[src/rtl/m_useq_pkg.sv]
// Shared ARC microsequencer definitions: COND encodings, MIR field offsets,
// sequencer state codes and the dispatch-address helper.
`timescale 1ns/1ps
package m_useq_pkg;

  localparam int CS_AW = 11;
  localparam logic [CS_AW-1:0] RESET_ADDR_DEF = 11'd0;

  localparam logic [2:0] COND_NEXT   = 3'b000;
  localparam logic [2:0] COND_N      = 3'b001;
  localparam logic [2:0] COND_Z      = 3'b010;
  localparam logic [2:0] COND_V      = 3'b011;
  localparam logic [2:0] COND_C      = 3'b100;
  localparam logic [2:0] COND_IR13   = 3'b101;
  localparam logic [2:0] COND_JUMP   = 3'b110;
  localparam logic [2:0] COND_DECODE = 3'b111;

  localparam int MIR_JADDR_LSB = 0;
  localparam int MIR_JADDR_MSB = 10;
  localparam int MIR_COND_LSB  = 11;
  localparam int MIR_COND_MSB  = 13;
  localparam int MIR_WR_BIT    = 14;
  localparam int MIR_RD_BIT    = 15;

  localparam logic [1:0] ST_RESET = 2'd0;
  localparam logic [1:0] ST_RUN   = 2'd1;
  localparam logic [1:0] ST_WAIT  = 2'd2;
  localparam logic [1:0] ST_HALT  = 2'd3;

  // Opcode dispatch: 1, op, op3, 00 -- four microwords per instruction.
  function automatic logic [CS_AW-1:0] decode_addr(input logic [31:0] ir);
    return {1'b1, ir[31:30], ir[24:19], 2'b00};
  endfunction

endpackage

[src/rtl/m_useq_br_cond.sv]
// Branch-condition mux: selects the flag/IR bit named by COND and forms the
// opcode dispatch address.
`timescale 1ns/1ps
module m_br_cond
  import m_useq_pkg::*;
(
  input  logic [2:0]       cond,
  input  logic             psr_n,
  input  logic             psr_z,
  input  logic             psr_v,
  input  logic             psr_c,
  input  logic [31:0]      ir,
  output logic             taken,
  output logic [CS_AW-1:0] dec_addr
);

  logic unused_ir_bits;
  assign unused_ir_bits = ^{ir[29:25], ir[18:14], ir[12:0]};

  always_comb begin
    taken = 1'b0;
    case (cond)
      COND_NEXT:   taken = 1'b0;
      COND_N:      taken = psr_n;
      COND_Z:      taken = psr_z;
      COND_V:      taken = psr_v;
      COND_C:      taken = psr_c;
      COND_IR13:   taken = ir[13];
      COND_JUMP:   taken = 1'b1;
      COND_DECODE: taken = 1'b1;
      default:     taken = 1'b0;
    endcase
  end

  assign dec_addr = decode_addr(ir);

endmodule

[src/rtl/m_useq.sv]
// ARC microsequencer: control-store address register with memory-wait stall
// and debug halt/single-step.
//
// state    | meaning
// ST_RESET | one cycle after reset, address pinned at RESET_ADDR
// ST_RUN   | advance to next_addr every cycle
// ST_WAIT  | RD/WR outstanding, address frozen until mem_rdy
// ST_HALT  | debug halt, advance only on step
`timescale 1ns/1ps
module m_useq
  import m_useq_pkg::*;
#(
  parameter int            AW         = CS_AW,
  parameter logic [AW-1:0] RESET_ADDR = RESET_ADDR_DEF
) (
  input  logic          clk,
  input  logic          rst,
  input  logic [2:0]    cond,
  input  logic [AW-1:0] jump_addr,
  input  logic          mir_rd,
  input  logic          mir_wr,
  input  logic          mem_rdy,
  input  logic          psr_n,
  input  logic          psr_z,
  input  logic          psr_v,
  input  logic          psr_c,
  input  logic [31:0]   ir,
  input  logic          halt,
  input  logic          step,
  output logic [AW-1:0] cs_addr,
  output logic          busy_mem,
  output logic          halted
);

  logic [1:0]    state, state_nxt;
  logic [AW-1:0] addr_nxt, next_addr;
  logic          taken;
  logic [AW-1:0] dec_addr;
  logic          mem_pend;

  m_br_cond u_br_cond (
    .cond     (cond),
    .psr_n    (psr_n),
    .psr_z    (psr_z),
    .psr_v    (psr_v),
    .psr_c    (psr_c),
    .ir       (ir),
    .taken    (taken),
    .dec_addr (dec_addr)
  );

  // Increment wraps naturally at the top of the control store.
  always_comb begin
    if (cond == COND_DECODE) next_addr = dec_addr;
    else if (taken)          next_addr = jump_addr;
    else                     next_addr = cs_addr + {{(AW-1){1'b0}}, 1'b1};
  end

  // RD and WR together are one access; a single mem_rdy retires it.
  assign mem_pend = (mir_rd | mir_wr) & ~mem_rdy;

  always_comb begin
    state_nxt = state;
    addr_nxt  = cs_addr;
    case (state)
      ST_RESET: begin
        state_nxt = ST_RUN;
        addr_nxt  = RESET_ADDR;
      end
      ST_RUN: begin
        if (mem_pend)  state_nxt = ST_WAIT;
        else if (halt) state_nxt = ST_HALT;
        else           addr_nxt  = next_addr;
      end
      ST_WAIT: begin
        if (mem_rdy) begin
          addr_nxt  = next_addr;
          state_nxt = halt ? ST_HALT : ST_RUN;
        end
      end
      ST_HALT: begin
        if (!halt)                 state_nxt = ST_RUN;
        else if (step && !mem_pend) addr_nxt = next_addr;
      end
      default: begin
        state_nxt = ST_RESET;
        addr_nxt  = RESET_ADDR;
      end
    endcase
  end

  always_ff @(posedge clk or posedge rst) begin
    if (rst) begin
      state   <= ST_RESET;
      cs_addr <= RESET_ADDR;
    end else begin
      state   <= state_nxt;
      cs_addr <= addr_nxt;
    end
  end

  assign busy_mem = (state == ST_WAIT);
  assign halted   = (state == ST_HALT);

endmodule

[config.mk]
export PLATFORM = sky130hd
export DESIGN_NAME = m_useq
export DESIGN_NICKNAME = d
export VERILOG_FILES = /design/src/rtl/m_useq_pkg.sv /design/src/rtl/m_useq_br_cond.sv /design/src/rtl/m_useq.sv
export SDC_FILE = /design/constraint.sdc
export NUM_CORES = 1
export LEC_CHECK = 0
export ABC_CLOCK_PERIOD_IN_PS = 2100
export CORE_MARGIN = 1
export CORE_UTILIZATION = 33
export CTS_BUF_LIST = sky130_fd_sc_hd__clkbuf_2 sky130_fd_sc_hd__clkbuf_4 sky130_fd_sc_hd__clkbuf_8
export CTS_CLUSTER_DIAMETER = 150
export DETAILED_ROUTE_END_ITERATION = 6
export GPL_TIMING_DRIVEN = 0
export PLACE_DENSITY_LB_ADDON = 0.05
export SYNTH_ARGS = -nofsm -noshare
export SYNTH_HDL_FRONTEND = slang
export SYNTH_SLANG_ARGS = --single-unit
[constraint.sdc]
create_clock -name clk -period 2.1 [get_ports clk]
set_clock_uncertainty 0.2 [all_clocks]
set_input_delay 0.42 -clock clk [delete_from_list [all_inputs] [get_ports clk]]
set_output_delay 0.42 -clock clk [all_outputs]
set_load 0.03 [all_outputs]
==> results of run 1 <==
## through the flow
step,std cells,hold slack [ns],util,worst slack (ns)
3_3_place_gp,215,0.315,0.525,-0.686
5_1_grt,225,0.294,0.563,-0.0136
4_1_cts,224,0.297,0.553,0.00824
6_report,225,0.265,0.563,0.0251
2_1_floorplan,125,0.0968,-,-0.0264
3_5_place_dp,215,0.329,0.525,-0.693
## flip-flops by register name, indices dropped and copies added, names as in the netlist
signal	count
state	2
cs_addr	11
## cells by family (layout without fill, tap and decap cells)
| group | after synthesis | count (layout) | share of synthesized area |
|---|---|---|---|
| AO/OA/AOI/OAI | 29 | 29 | 0.215 |
| XOR/XNOR | 8 | 8 | 0.0647 |
| adder cells (fa/ha/maj) | 5 | 5 | 0.0577 |
| buffers and inverters | 12 | 68 | 0.0485 |
| flip-flops | 13 | 13 | 0.300 |
| multiplexers | 7 | 7 | 0.0866 |
| AND/OR/NAND/NOR | 51 | 51 | 0.227 |
## layout by cell type, fill, tap and decap left out, types with 2 or more instances in the layout
cell / n
a21oi_1: 4
a221o_1: 7
a31oi_1: 2
buf_2: 2
buf_4: 8
clkbuf_4: 4
clkdlybuf4s50_1: 38
dfrtp_1: 11
dfrtp_2: 2
dlygate4sd2_1: 5
ha_1: 3
inv_1: 6
mux2_1: 3
mux2_4: 4
nand2_1: 15
nand3_1: 7
nand4_1: 2
nor2_1: 12
nor2b_1: 2
nor3_1: 4
o211ai_1: 2
o21ai_0: 2
xnor2_1: 6
xor2_1: 2
## layer usage
metal / share of wire / GRT usage
met1: 0.42 / 0.212
met4: 0.021 / 0.102
met5: 0 / 0
met3: 0.044 / 0.0306
met2: 0.51 / 0.332
## timing repair
action,in CTS,in global routing
pin swaps,5,4
resized for setup,17,15
buffers inserted,6,1
hold endpoints to repair,0,0
setup endpoints to repair,14,11
## power breakdown
part / total, mW / switching (mW) / leakage [nW] / internal, mW
registers: 0.514 / 0.147 / 0.161 / 0.367
logic: 1.30 / 0.671 / 0.576 / 0.629
clock network: 0.180 / 0.0936 / 0.0184 / 0.0868
## area by class of cell
type | count | area share
multi-input combinational | 100 | 0.436
timing repair buffer | 53 | 0.288
sequential | 13 | 0.189
tap | 44 | 0.0318
buffer | 4 | 0.0217
clock buffer | 4 | 0.0173
inverter | 7 | 0.0152
## how the worst min path moves through the flow
stage	slack (ns)	to	from
floorplan	0.1	cs_addr[10]$_DFFE_PP0P_	rst
global placement	0.32	cs_addr[10]$_DFFE_PP0P_	cs_addr[10]$_DFFE_PP0P_
detailed placement	0.33	cs_addr[10]$_DFFE_PP0P_	cs_addr[10]$_DFFE_PP0P_
CTS	0.30	state[0]$_DFFE_PP0P_	rst
global route	0.29	cs_addr[0]$_DFFE_PP0P_	rst
finish	0.27	state[0]$_DFFE_PP0P_	rst
==> results.ini, run 1 <==
[cts]
cts_hold_buf=0
cts_root_buf=clkbuf_4
cts-htree-levels=1
clk_pin_slew_ns=0.09
cts_tree=done
cts.sinks=13
cts_buffers=3
clk_latency_ns=0.29
cts_buffer_depth=2

[routing]
wl_per_cell_um=13.3
num_vias=1156
drc=0
routed_wl_mm=2.98
ant_nets=0
dr.pass1.iters=4
first_iter_violations=58
vias_per_cell=5.14

[setup_path]
crit_slowest_cell=clkdlybuf4s50_1
max_stage_delay_ns=0.47
critical-path-top-delay-family=buffers and inverters
critPathKind=primary input to register
start_kind=primary input
rr_startpoint=cs_addr[0]$_DFFE_PP0P_
regToRegSetupSlack_ns=0.11
critical_path.cell_chain=clkdlybuf4s50_1, a22oi_2, o22ai_2, nor2_4, buf_6, buf_4, buf_4, nor4bb_1, a211o_1
crit_end=cs_addr[0]$_DFFE_PP0P_
r2r_cells=6
crit_start=psr_c
cp.arrival_ns=2.05
worstSetupPathDepth=9
crit_buf_inv=4
crit_path_end_kind=register
crit_path_frequent_cell=buf_4
crit_fanout=6
crit_required_ns=2.08
r2r-end=cs_addr[8]$_DFFE_PP0P_

[sta]
min_period_ns=2.07
slew_violations=0
hold_viol_final=0
worst_pin_slew_ns=0.686
fmax_mhz=482
slew_headroom=0.541
finalCritPeriodShare=0.988
setup-tns-final_ns=0
setup_violations=0

[layout]
design_area_um2=1730
nets=244
syn_to_final_growth_pct=59.8
multiInputGateArea_um2=756
num-fill-cells=318
drive_gt1_frac=0.193
antenna_cells=0
regArea_um2=328

[floorplan]
io_pins=70
die_area_um2=3520
core_area_um2=3080
dieHeight_um=59.3
die-width_um=59.3
rows=20
initial_core_util=0.352

[synth]
synthCells=125
syn_area_per_cell_um2=8.67
netlist_area_um2=1080
ys_seq_elements=13
synthesis.nets=187
synth_common_cells=nand2_1, dfrtp_1, nor2_1
yosysTopAreaCell=dfrtp_1
synth.top_cell.area_share=0.300
ys_seq_area_frac=0.300
synth-warning-count=0
yosysUniqueCellTypes=39
yosysMostFrequentCell=nand2_1
synth_edf_count=0
synth_ff_type=dfrtp_1
synth-async-reset-ratio=1.00
synth.area.top_cells=dfrtp_1, a221o_1, ha_1

[placement]
dp_hpwl_mm=2.15
gp_congestion=0.736
portBuffers=46
dpl_cell_area_um2=1620

[status]
outcome=complete, no violations

[global_routing]
overflow=0
antenna_found_initial=0
grt_util_all_layers=0.187
first_global_vias=1093
grt_start_max_net_pins=14
grt_pass1_wl_mm=4.80

[min_path]
hold_class=primary input to asynchronous set/reset pin

[pwr]
leakagePower_nw=0.755
peakVddDrop_mv=0.581
fin_total_pwr_mw=1.99
power.density_nw_per_um2=1150

[run]
drv_cap=0

(Power assumes the default switching activity.)
==> inputs of run 2 (changes only) <==
--- a/config.mk
+++ b/config.mk
@@ -5,13 +5,14 @@
 export SDC_FILE = /design/constraint.sdc
 export NUM_CORES = 1
 export LEC_CHECK = 0
-export ABC_CLOCK_PERIOD_IN_PS = 2100
+export ABC_CLOCK_PERIOD_IN_PS = 2500
 export CORE_MARGIN = 1
 export CORE_UTILIZATION = 33
-export CTS_BUF_LIST = sky130_fd_sc_hd__clkbuf_2 sky130_fd_sc_hd__clkbuf_4 sky130_fd_sc_hd__clkbuf_8
+export CTS_BUF_LIST = sky130_fd_sc_hd__clkbuf_16
 export CTS_CLUSTER_DIAMETER = 150
 export DETAILED_ROUTE_END_ITERATION = 6
 export GPL_TIMING_DRIVEN = 0
+export HOLD_SLACK_MARGIN = 0.03
 export PLACE_DENSITY_LB_ADDON = 0.05
 export SYNTH_ARGS = -nofsm -noshare
 export SYNTH_HDL_FRONTEND = slang
==> constraint.sdc (replaced) <==
create_clock -name clk -period 2.5 [get_ports clk]
set_clock_uncertainty 0.2 [all_clocks]
set_input_delay 0.5 -clock clk [delete_from_list [all_inputs] [get_ports clk]]
set_output_delay 0.5 -clock clk [all_outputs]
set_load 0.03 [all_outputs]
==> results.ini, run 2 (same netlist as run 1, synthesis figures left out) <==
[layout]
drive_gt1_frac=0.0955  ; -0.0979
antenna_cells=0  ; unchanged
top_register=cs_addr
syn_to_final_growth_pct=59.1
design_area_um2=1720  ; -0.43%
layout_common_cells=clkdlybuf4s50_1, nand2_1, nor2_1, dfrtp_1, inv_1
largest_reg_flops=11  ; unchanged
nets=241  ; -1.2%
final_common_cell=clkdlybuf4s50_1
reg_top3=cs_addr (11), state (2)

[sta]
fmax_mhz=421
min_period_ns=2.37
slew_headroom=0.590  ; +0.0489
setup_violations=0  ; unchanged
finalCritPeriodShare=0.949
hold_ws_ns=0.334  ; +0.0691 ns
slew_violations=0  ; unchanged
hold_viol_final=0  ; unchanged
rsz0062_at_grt=no
worst_pin_slew_ns=0.613  ; -0.0731 ns

[routing]
dr.pass1.iters=4  ; unchanged
num_vias=1110  ; -4.0%
met2_length_mm=1.39  ; -9.0%
dr.max_layer_used=met4
drc=0  ; unchanged
first_iter_violations=44  ; -24%
ant_nets=0  ; unchanged
routed_wl_mm=2.87  ; -4.0%
met3WireLength_um=126  ; -4.5%
vias_per_cell=5.00  ; -2.7%
met1_length_mm=1.32  ; +5.4%
wl_per_cell_um=12.9  ; -2.7%

[setup_path]
max_stage_delay_ns=0.69  ; +0.22 ns
critical-path-top-delay-family=buffers and inverters
crit_required_ns=1.80  ; -0.28 ns
rr_startpoint=state[0]$_DFFE_PP0P_
start_kind=register
critical_path.cell_chain=inv_1, ha_1, clkdlybuf4s50_1
crit_fanout=4  ; -2
worstSetupPathDepth=3  ; -6
cp.arrival_ns=1.67  ; -0.38 ns
regToRegSetupSlack_ns=0.25  ; +0.14 ns
crit_buf_inv=2  ; -2
r2r_cells=9  ; +3
r2r-end=cs_addr[4]$_DFFE_PP0P_
crit_slowest_cell=clkdlybuf4s50_1
crit_path_end_kind=output port
critPathKind=register to output port

[floorplan]
core_area_um2=3080  ; unchanged
io_pins=70  ; unchanged
die_area_um2=3520  ; unchanged
initial_core_util=0.352  ; unchanged
die-width_um=59.3  ; unchanged
rows=20  ; unchanged
dieHeight_um=59.3  ; unchanged

[min_path]
min_to=cs_addr[10]$_DFFE_PP0P_
hold_class=register to register
hp-start=cs_addr[10]$_DFFE_PP0P_
min_path_cells=1

[placement]
dp_hpwl_mm=2.15  ; unchanged
dpl_cell_area_um2=1600  ; -1.0%
gp_congestion=0.732  ; -0.53%
portBuffers=46  ; unchanged

[global_routing]
grt_start_max_net_pins=14  ; unchanged
grt_util_all_layers=0.180  ; -0.00789
grt_pass1_wl_mm=4.75  ; -1.1%
overflow=0  ; unchanged
antenna_found_initial=0  ; unchanged
first_global_vias=1090  ; -0.27%

[pwr]
power.density_nw_per_um2=1030  ; -11%
peakVddDrop_mv=0.538  ; -7.4%
leakagePower_nw=0.748  ; -0.96%

[status]
outcome=complete, no violations

[cts]
cts_buffer_depth=2  ; unchanged
cts-htree-levels=1  ; unchanged
clk_latency_ns=0.24  ; -0.05 ns
cts_root_buf=clkbuf_16
cts.sinks=13  ; unchanged
cts_hold_buf=0  ; unchanged
cts_buffers=3  ; unchanged
clk_pin_slew_ns=0.05  ; -0.04 ns
cts_tree=done

[run]
drv_cap=0  ; unchanged

[run 2: cell type report]
| type | instances | area [um^2] |
|---|---|---|
| tap | 44 | 55.1 |
| fill | 302 | 1350 |
| clock inverter | 1 | 3.75 |
| sequential | 13 | 325 |
| inverter | 7 | 26.3 |
| clock buffer | 3 | 75.1 |
| multi-input combinational | 100 | 721 |
| timing repair buffer | 49 | 485 |
| buffer | 5 | 32.5 |
[run 2: worst register-to-register path, cell delays in order (launching register included)]
cell,delay [ns]
dfrtp_1,0.40
inv_1,0.11
ha_1,0.23
nand2b_1,0.13
nand4_1,0.10
and3_1,0.14
clkbuf_1,0.18
nor2b_1,0.07
clkbuf_1,0.21
a221o_1,0.37
[run 2: power breakdown]
| group | total, mW | switching [mW] | internal [mW] |
|---|---|---|---|
| sequential | 0.429 | 0.122 | 0.307 |
| clock | 0.301 | 0.0900 | 0.211 |
| combinational | 1.04 | 0.550 | 0.494 |
[run 2: routing by layer]
layer	vias up	GRT usage
li1	562	-
met4	0	0.0646
met5	-	0
met2	35	0.313
met1	511	0.224
met3	2	0.0240
[run 2: how the worst max path moves through the flow]
stage / startpoint / to
6_report: state[0]$_DFFE_PP0P_ / busy_mem
4_1_cts: cond[0] / cs_addr[5]$_DFFE_PP0P_
3_5_place_dp: cond[1] / cs_addr[5]$_DFFE_PP0P_
3_3_place_gp: cond[1] / cs_addr[3]$_DFFE_PP0P_
5_1_grt: state[0]$_DFFE_PP0P_ / cs_addr[4]$_DFFE_PP0P_
2_1_floorplan: state[0]$_DFFE_PP0P_ / cs_addr[7]$_DFFE_PP0P_
[run 2: per-stage QoR]
stage	power, mW	cells	setup TNS (ns)	worst slack [ns]	utilization
floorplan	1.10	125	0	0.190	-
detailed placement	1.47	215	-2.95	-0.422	0.520
finish	1.77	222	0	0.127	0.560
global route	1.90	222	0	0.0150	0.560
CTS	1.78	220	0	0.0403	0.549
global placement	1.45	215	-2.62	-0.381	0.520
[run 2: what timing repair did]
| item | in CTS | in global routing |
|---|---|---|
| pin swaps | 1 | 2 |
| endpoints found under the setup margin | 7 | 9 |
| buffers inserted | 1 | 2 |
| gates resized for setup | 3 | 9 |
